==> config.mk <==
export PLATFORM = sky130hd
export DESIGN_NAME = alu_operand_issue
export DESIGN_NICKNAME = d
export VERILOG_FILES = /design/src/rtl/alu_operand_issue.sv
export SDC_FILE = /design/constraint.sdc
export NUM_CORES = 1
export LEC_CHECK = 0
export ABC_AREA = 1
export BUFFER_PORTS_ARGS = -buffer_cell sky130_fd_sc_hd__buf_4
export CAP_MARGIN = 20
export CORE_MARGIN = 3
export CORE_UTILIZATION = 41
export CTS_BUF_LIST = sky130_fd_sc_hd__clkbuf_4
export CTS_CLUSTER_SIZE = 10
export DETAILED_ROUTE_END_ITERATION = 8
export PLACE_DENSITY = 0.61
export SLEW_MARGIN = 25
export SYNTH_ARGS = -nofsm -noshare
export SYNTH_HDL_FRONTEND = slang
export SYNTH_SLANG_ARGS = --single-unit
export TNS_END_PERCENT = 5
==> constraint.sdc <==
create_clock -name clk -period 5.7 [get_ports clk]
set_input_delay 1.14 -clock clk [delete_from_list [all_inputs] [get_ports clk]]
set_output_delay 1.14 -clock clk [all_outputs]
set_load 0.005 [all_outputs]
==> src/rtl/alu_operand_issue.sv <==
// Decode/operand stage ahead of the ALU: register-file read with writeback bypass,
// immediate handling, and a one-deep valid/ready output register.
module alu_operand_issue #(
    parameter int unsigned DATA_W = 16,
    parameter int unsigned NREGS  = 8,
    parameter int unsigned CNT_W  = 16
) (
    input  logic              clk,
    input  logic              reset,
    input  logic              instr_valid,
    input  logic [15:0]       instr,
    output logic              instr_ready,
    output logic              alu_valid,
    input  logic              alu_ready,
    output logic [1:0]        opcode,
    output logic [4:0]        Funksioni,
    output logic [DATA_W-1:0] a,
    output logic [DATA_W-1:0] b,
    output logic [2:0]        dest,
    output logic [DATA_W-1:0] store_data,
    input  logic              wb_en,
    input  logic [2:0]        wb_addr,
    input  logic [DATA_W-1:0] wb_data,
    output logic [CNT_W-1:0]  issue_count
);

    localparam int unsigned IMM_W = 8;
    localparam logic [4:0]  FN_ADD = 5'b00100;

    localparam logic [1:0] OP_R    = 2'b00;
    localparam logic [1:0] OP_ADDI = 2'b01;
    localparam logic [1:0] OP_LW   = 2'b10;
    localparam logic [1:0] OP_SW   = 2'b11;

    logic [DATA_W-1:0] regs [NREGS];

    logic [1:0]        f_op;
    logic [2:0]        f_rs;
    logic [2:0]        f_rt;
    logic [2:0]        f_rd;
    logic [4:0]        f_funct;
    logic [IMM_W-1:0]  f_imm;
    logic [DATA_W-1:0] imm_sext;

    logic [DATA_W-1:0] rs_val;
    logic [DATA_W-1:0] rt_val;

    logic [1:0]        nxt_opcode;
    logic [4:0]        nxt_fn;
    logic [DATA_W-1:0] nxt_a;
    logic [DATA_W-1:0] nxt_b;
    logic [2:0]        nxt_dest;
    logic [DATA_W-1:0] nxt_store;

    logic accept;

    assign instr_ready = !alu_valid || alu_ready;
    assign accept      = instr_valid && instr_ready;

    assign f_op     = instr[15:14];
    assign f_rs     = instr[13:11];
    assign f_rt     = instr[10:8];
    assign f_rd     = instr[7:5];
    assign f_funct  = instr[4:0];
    assign f_imm    = instr[7:0];
    assign imm_sext = {{(DATA_W-IMM_W){f_imm[IMM_W-1]}}, f_imm};

    // Operand reads: r0 is hardwired zero, a same-cycle writeback wins over the array
    always_comb begin
        rs_val = '0;
        rt_val = '0;
        if (f_rs != 3'd0) begin
            if (wb_en && (wb_addr == f_rs)) rs_val = wb_data;
            else                            rs_val = regs[f_rs];
        end
        if (f_rt != 3'd0) begin
            if (wb_en && (wb_addr == f_rt)) rt_val = wb_data;
            else                            rt_val = regs[f_rt];
        end
    end

    // Bundle decode; funct only matters for R-type
    always_comb begin
        nxt_opcode = f_op;
        nxt_fn     = FN_ADD;
        nxt_a      = rs_val;
        nxt_b      = imm_sext;
        nxt_dest   = f_rt;
        nxt_store  = '0;
        case (f_op)
            OP_R: begin
                nxt_fn   = f_funct;
                nxt_b    = rt_val;
                nxt_dest = f_rd;
            end
            OP_ADDI, OP_LW: begin
                nxt_dest = f_rt;
            end
            OP_SW: begin
                nxt_dest  = 3'd0;
                nxt_store = rt_val;
            end
            default: begin
                nxt_dest = f_rt;
            end
        endcase
    end

    // Register file; writeback proceeds regardless of the issue handshake
    always_ff @(posedge clk) begin
        if (reset) begin
            for (int i = 0; i < int'(NREGS); i++) begin
                regs[i] <= '0;
            end
        end else if (wb_en && (wb_addr != 3'd0)) begin
            regs[wb_addr] <= wb_data;
        end
    end

    // Output register: loads on accept, holds while stalled, drains when consumed
    always_ff @(posedge clk) begin
        if (reset) begin
            alu_valid   <= 1'b0;
            opcode      <= '0;
            Funksioni   <= '0;
            a           <= '0;
            b           <= '0;
            dest        <= '0;
            store_data  <= '0;
            issue_count <= '0;
        end else if (accept) begin
            alu_valid   <= 1'b1;
            opcode      <= nxt_opcode;
            Funksioni   <= nxt_fn;
            a           <= nxt_a;
            b           <= nxt_b;
            dest        <= nxt_dest;
            store_data  <= nxt_store;
            issue_count <= issue_count + CNT_W'(1);
        end else if (alu_ready) begin
            alu_valid <= 1'b0;
        end
    end

endmodule

==> results of run 1 <==
==> stage by stage <==
step / util [%] / area (µm²) / cells / worst slack [ns] / power, mW
final: 48.8 / 12000 / 1788 / 2.73 / 3.41
after global routing: 48.8 / 12000 / 1788 / 2.65 / 3.58
after CTS: 48.8 / 12000 / 1787 / 2.84 / 3.43
after detailed placement: 46.2 / 11400 / 1693 / 2.14 / 2.22
after global placement: 46.2 / 11400 / 1693 / 2.19 / 2.22
after floorplan: - / 10500 / 1333 / 2.91 / 2.01
==> routing by layer <==
layer  GRT usage, %  wire (µm)
met3           5.14       3430
met1           38.1      15600
met2           37.7      15100
met4           11.3       1720
met5              0          0
==> power by group through the flow <==
stage / combinational [mW] / sequential (mW) / clock [mW]
5_1_grt: 0.531 / 1.73 / 1.32
6_report: 0.484 / 1.72 / 1.20
3_5_place_dp: 0.475 / 1.75 / 0
4_1_cts: 0.477 / 1.72 / 1.23
2_1_floorplan: 0.295 / 1.72 / 0
3_3_place_gp: 0.472 / 1.75 / 0
==> cell families after synthesis <==
logic type      count (synthesis)  share of synthesized area, %
simple gates                  832                          35.4
fa+ha+maj                       4                         0.479
other cells                     1                        0.0359
compound gates                121                          6.11
buf+inv                       155                          6.58
flops                         203                          51.2
xor+xnor                        2                         0.168
==> worst min-delay path, stage by stage, from the launching register on <==
cell and delay (ns):
dfxtp_1 0.31, nand2_1 0.06, a21oi_1 0.05
==> state kept, by name, indices dropped and copies added (netlist names) <==
signal / count
Funksioni: 5
a: 16
alu_valid: 1
b: 16
dest: 3
issue_count: 16
opcode: 2
regs: 128
store_data: 16
==> how the worst min path moves through the flow <==
| stage | from | endpoint | slack, ns | cells past startpoint |
|---|---|---|---|---|
| 2_1_floorplan | Funksioni[0] | Funksioni[0] | 0.46 | 2 |
| 3_3_place_gp | Funksioni[0] | Funksioni[0] | 0.46 | 2 |
| 3_5_place_dp | a[14] | a[14] | 0.46 | 2 |
| 4_1_cts | a[14] | a[14] | 0.47 | 2 |
| 5_1_grt | store_data[13] | store_data[13] | 0.48 | 2 |
| 6_report | a[14] | a[14] | 0.47 | 2 |
==> layout make-up <==
class	instances	area (µm²)	share of cell area, %
diodes	1	2.50	0.0208
flip-flops and latches	203	5350	44.4
repair buffers	121	908	7.55
clock buffers	77	578	4.80
clock inverters	17	66.3	0.551
multi-input cells	975	4470	37.1
inverters	70	263	2.18
well taps	324	405	3.37
==> layout by cell type (no fill, tap or decap), drive strengths merged, types with 4 or more instances in the layout <==
master and count:
a21oi 83, buf 121, clkbuf 77, clkinv 33, conb 16, dfxtp 75
edfxtp 128, ha 4, inv 54, nand2 370, nand3 314, nor2 140
nor3 5, o21ai 32
==> impl_metrics.py, run 1 <==
metrics = {
    "critical_path": {
        "cp-endpoint": "regs[1][8]",
        "cp_max_fo": 17,
        "critical_path_class": "in2reg",
        "path_buf_inv": 2,
        "crit_start": "reset",
        "path_cells": "buf_4 > inv_1 > nand3_2 > nor2_4 > nand2_2 > nand2_1",
        "start_kind": "primary input",
        "critPathTopFamily": "simple AND/OR/NAND/NOR gates",
        "ff2ff_path_depth": 6,
        "required_ns": 5.97,
        "reg2reg_to": "store_data[13]",
        "cpPeakStageDelay_ns": 0.67,
        "slowest_stage": "nand2_1",
        "cp-end-kind": "flop",
        "ff2ff_setup_slack_ns": 3.42,
        "reg2reg_from": "alu_valid",
        "cp.depth": 6,
        "arrival_ns": 3.24,
    },
    "timing": {
        "finalSetupTns_ns": 0,
        "setup_viol": 0,
        "worst_pin_slew_ns": 0.825,
        "slew_violations": 0,
        "hold_viol_final": 0,
        "max_freq_mhz": 337,
        "relSlewSlack_pct": 45.0,
        "hold_ws_ns": 0.466,
        "grt_setup_unrepaired": "false",
        "finalClockSkew_ns": 0.0357,
        "period_needed_ns": 2.97,
        "period_share_pct": 52.1,
    },
    "synthesis": {
        "synth_edf_count": 128,
        "yosys.area.top_type": "edfxtp_1",
        "ys_top_cells_by_area": "edfxtp_1, nand3_1, dfxtp_1, nand2_1, nor2_1",
        "synth_top_area_share_pct": 36.8,
        "synth_area_mm2": 0.0104,
        "ys_seq_area_share_pct": 51.2,
        "synth_top_flop_cell": "edfxtp_1",
        "syn_area_per_cell_um2": 7.92,
        "async_flop_share_pct": 0,
        "syn_inst": 1318,
        "ys_warn_count": 0,
        "synth.most_common_cell": "nand2_1",
        "synth.distinct_cells": 34,
        "synthTopCellsByCount": "nand2_1, nand3_1, nor2_1",
        "ys_ff_latch": 203,
    },
    "finish": {
        "layout.nets": 1469,
        "syn2layout_area_growth_pct": 15.3,
        "drive_gt1_share_pct": 16.7,
        "fill_cells": 2541,
    },
    "power": {
        "swShare_pct": 28.9,
        "p_sw_mw": 0.987,
        "p_clk_share_pct": 35.3,
        "pwr_density_cell_mw_per_mm2": 283,
        "internal_power_mw": 2.42,
        "vdd_ir_drop_max_mv": 0.170,
        "leakage_nw": 5.10,
        "pwr-share-seq_pct": 50.5,
        "comb_power_share_pct": 14.2,
    },
    "routing": {
        "drt_iter0_drc": 1247,
        "drt_wl_total_um": 35900,
        "viasPerCell": 5.46,
        "wl_per_cell_um": 20.1,
        "ant_nets": 0,
        "drcViolationCount": 0,
        "vias": 9759,
        "drt_pass1_iterations": 6,
    },
    "cts": {
        "cts_tree": "done",
        "cts_root_buf": "clkbuf_4",
        "cts_setup_buffers": 0,
        "cts_sinks": 203,
        "clkTransAtPathRegs_ns": 0.06,
        "cts_buffer_depth": 3,
        "clk_latency_ns": 0.67,
        "htreeDepth": 2,
        "cts_buffers": 54,
        "cts_resized": 0,
        "postCtsHoldBufs": 0,
    },
    "global_routing": {
        "grt_pass1_vias": 8908,
        "track_usage_pct": 26.1,
        "grt_max_degree": 69,
        "gr-total-overflow": 0,
        "grt_antenna_before_repair": 1,
        "grt_pass1_wl_um": 53800,
    },
    "die": {
        "initial_core_util_pct": 42.3,
        "die_w_um": 166,
        "fp.dieH_um": 166,
        "core_mm2": 0.0247,
        "dieArea_mm2": 0.0274,
        "ioPinCount": 116,
        "row_count": 57,
    },
    "place": {
        "hpwl_um": 24600,
        "port_buffers": 115,
        "gp_congestion": 0.978,
    },
    "outcome": {
        "status": "finished clean",
    },
    "hold_path": {
        "hold_class": "reg2reg",
    },
    "run": {
        "max_cap_viol_count": 0,
    },
}
(Power assumes the default switching activity.)
==> inputs of run 2 (changes only) <==
- PLACE_DENSITY: 0.61 -> 0.64
- clock period: 5.7 -> 2.5 ns (I/O delays scaled with it)
==> impl_metrics.py, run 2 (synthesis results as in run 1) <==
metrics = {
    "timing": {
        "period_share_pct": 71.8,
        "relSlewSlack_pct": 48.5,
        "slew_violations": 0,
        "max_freq_mhz": 557,
        "hold_viol_final": 0,
        "finalSetupTns_ns": 0,
        "worst_pin_slew_ns": 0.773,
        "finalClockSkew_ns": 0.0214,
        "hold_ws_ns": 0.0678,
        "period_needed_ns": 1.80,
        "setup_viol": 0,
        "grt_setup_unrepaired": "false",
    },
    "finish": {
        "syn2layout_area_growth_pct": 19.2,
        "layout_commonest_cell": "nand2_1",
        "regMostFlops": "regs",
        "design_area_mm2": 0.0124,
        "final_cell_mix": "nand2_1, nand3_1, buf_4, nor2_1, edfxtp_1",
        "drive_gt1_share_pct": 19.0,
        "layout.nets": 1508,
        "fin_util_pct": 50.4,
        "largest_reg_flops": 128,
    },
    "place": {
        "postPlaceCellArea_mm2": 0.0117,
        "port_buffers": 115,
        "gp_congestion": 0.918,
        "hpwl_um": 23500,
    },
    "global_routing": {
        "grt_pass1_vias": 9365,
        "gr-total-overflow": 0,
        "grtUsageMet1_pct": 37.1,
        "grt_max_degree": 66,
        "grt_antenna_before_repair": 1,
        "grt.met3_usage_pct": 4.94,
        "grt_pass1_wl_um": 53900,
        "grt.met2_usage_pct": 38.6,
        "track_usage_pct": 25.5,
        "busiest_layer": "met2",
    },
    "routing": {
        "drcViolationCount": 0,
        "vias": 10200,
        "drt_iter0_drc": 1418,
        "wl_per_cell_um": 19.4,
        "viasPerCell": 5.56,
        "drt_pass1_iterations": 5,
        "ant_nets": 0,
        "drt_wl_total_um": 35500,
    },
    "hold_path": {
        "worst_hold_startpoint": "instr[2]",
        "hold_class": "in2reg",
        "min_to": "Funksioni[2]",
        "holdPathStages": 3,
    },
    "cts": {
        "postCtsHoldBufs": 0,
        "clkTransAtPathRegs_ns": 0.07,
        "htreeDepth": 2,
        "cts_root_buf": "clkbuf_4",
        "cts_buffers": 55,
        "cts_sinks": 203,
        "cts_resized": 0,
        "clk_latency_ns": 0.68,
        "cts_tree": "done",
        "cts_buffer_depth": 3,
        "cts_setup_buffers": 0,
    },
    "critical_path": {
        "slowest_stage": "a31oi_4",
        "cp-end-kind": "flop",
        "arrival_ns": 2.39,
        "cp_max_fo": 18,
        "ff2ff_path_depth": 5,
        "cpPeakStageDelay_ns": 0.55,
        "path_common_cell": "nand2_2",
        "required_ns": 3.09,
        "start_kind": "flop",
        "critical_path_class": "reg2reg",
        "path_buf_inv": 0,
        "path_cells": "nand2_2 > nand2_2 > a31oi_4 > nand3_1 > a21oi_1",
        "ff2ff_setup_slack_ns": 0.70,
        "reg2reg_from": "alu_valid",
        "critPathTopFamily": "compound AO/OA/AOI/OAI gates",
        "reg2reg_to": "a[4]",
    },
    "power": {
        "internal_power_mw": 5.75,
        "p_clk_share_pct": 37.0,
        "swShare_pct": 28.4,
        "pwr_density_cell_mw_per_mm2": 645,
        "pwr-share-seq_pct": 48.4,
        "p_sw_mw": 2.28,
        "leakage_nw": 5.33,
        "vdd_ir_drop_max_mv": 0.315,
        "comb_power_share_pct": 14.7,
    },
    "die": {
        "ioPinCount": 116,
        "dieArea_mm2": 0.0274,
        "fp.dieH_um": 166,
        "die_w_um": 166,
        "core_mm2": 0.0247,
        "row_count": 57,
        "initial_core_util_pct": 42.3,
    },
    "run": {
        "max_cap_viol_count": 0,
    },
    "outcome": {
        "status": "finished clean",
    },
}
## run 2: area by class of cell
class	count	area (µm²)
flip-flops and latches	203	5350
inverters	70	263
multi-input cells	975	4470
well taps	324	405
clock inverters	13	75.1
repair buffers	159	1270
fillers	2403	12200
diodes	2	5.00
clock buffers	82	616
## run 2: per-stage QoR
stage / instances / power (mW) / setup slack, ns
after floorplan: 1333 / 4.59 / 0.347
after global placement: 1731 / 5.09 / 0.217
after detailed placement: 1731 / 5.10 / 0.225
after CTS: 1826 / 8.07 / 0.676
after global routing: 1828 / 8.39 / 0.580
final: 1828 / 8.03 / 0.704
## run 2: worst max-delay path by stage
| stage | from | slack (ns) | depth (start not counted) | to |
|---|---|---|---|---|
| after floorplan | reset | 0.35 | 7 | regs[2][0] |
| after global placement | instr[8] | 0.22 | 8 | store_data[11] |
| after detailed placement | instr[8] | 0.23 | 8 | store_data[15] |
| after CTS | alu_valid | 0.68 | 2 | instr_ready |
| after global routing | alu_valid | 0.58 | 4 | b[14] |
| final | alu_valid | 0.70 | 5 | a[4] |
## run 2: layer usage
layer	vias up	wire [µm]
met5	-	0
met4	0	691
met3	62	3640
met2	567	15700
met1	4800	15400
li1	4734	-
## run 2: power groups by stage
stage / Sequential [mW] / Clock, mW / Combinational (mW)
floorplan: 3.92 / 0 / 0.673
global placement: 3.95 / 0 / 1.15
detailed placement: 3.95 / 0 / 1.16
CTS: 3.88 / 3.03 / 1.16
global route: 3.90 / 3.21 / 1.28
finish: 3.88 / 2.97 / 1.18
## run 2: worst reg2reg max path: cells and delay by family (launching register included)
family | cells | cell delay (ns)
AO/OA/AOI/OAI | 2 | 0.73
AND/OR/NAND/NOR | 3 | 0.65
flip-flops | 1 | 0.34
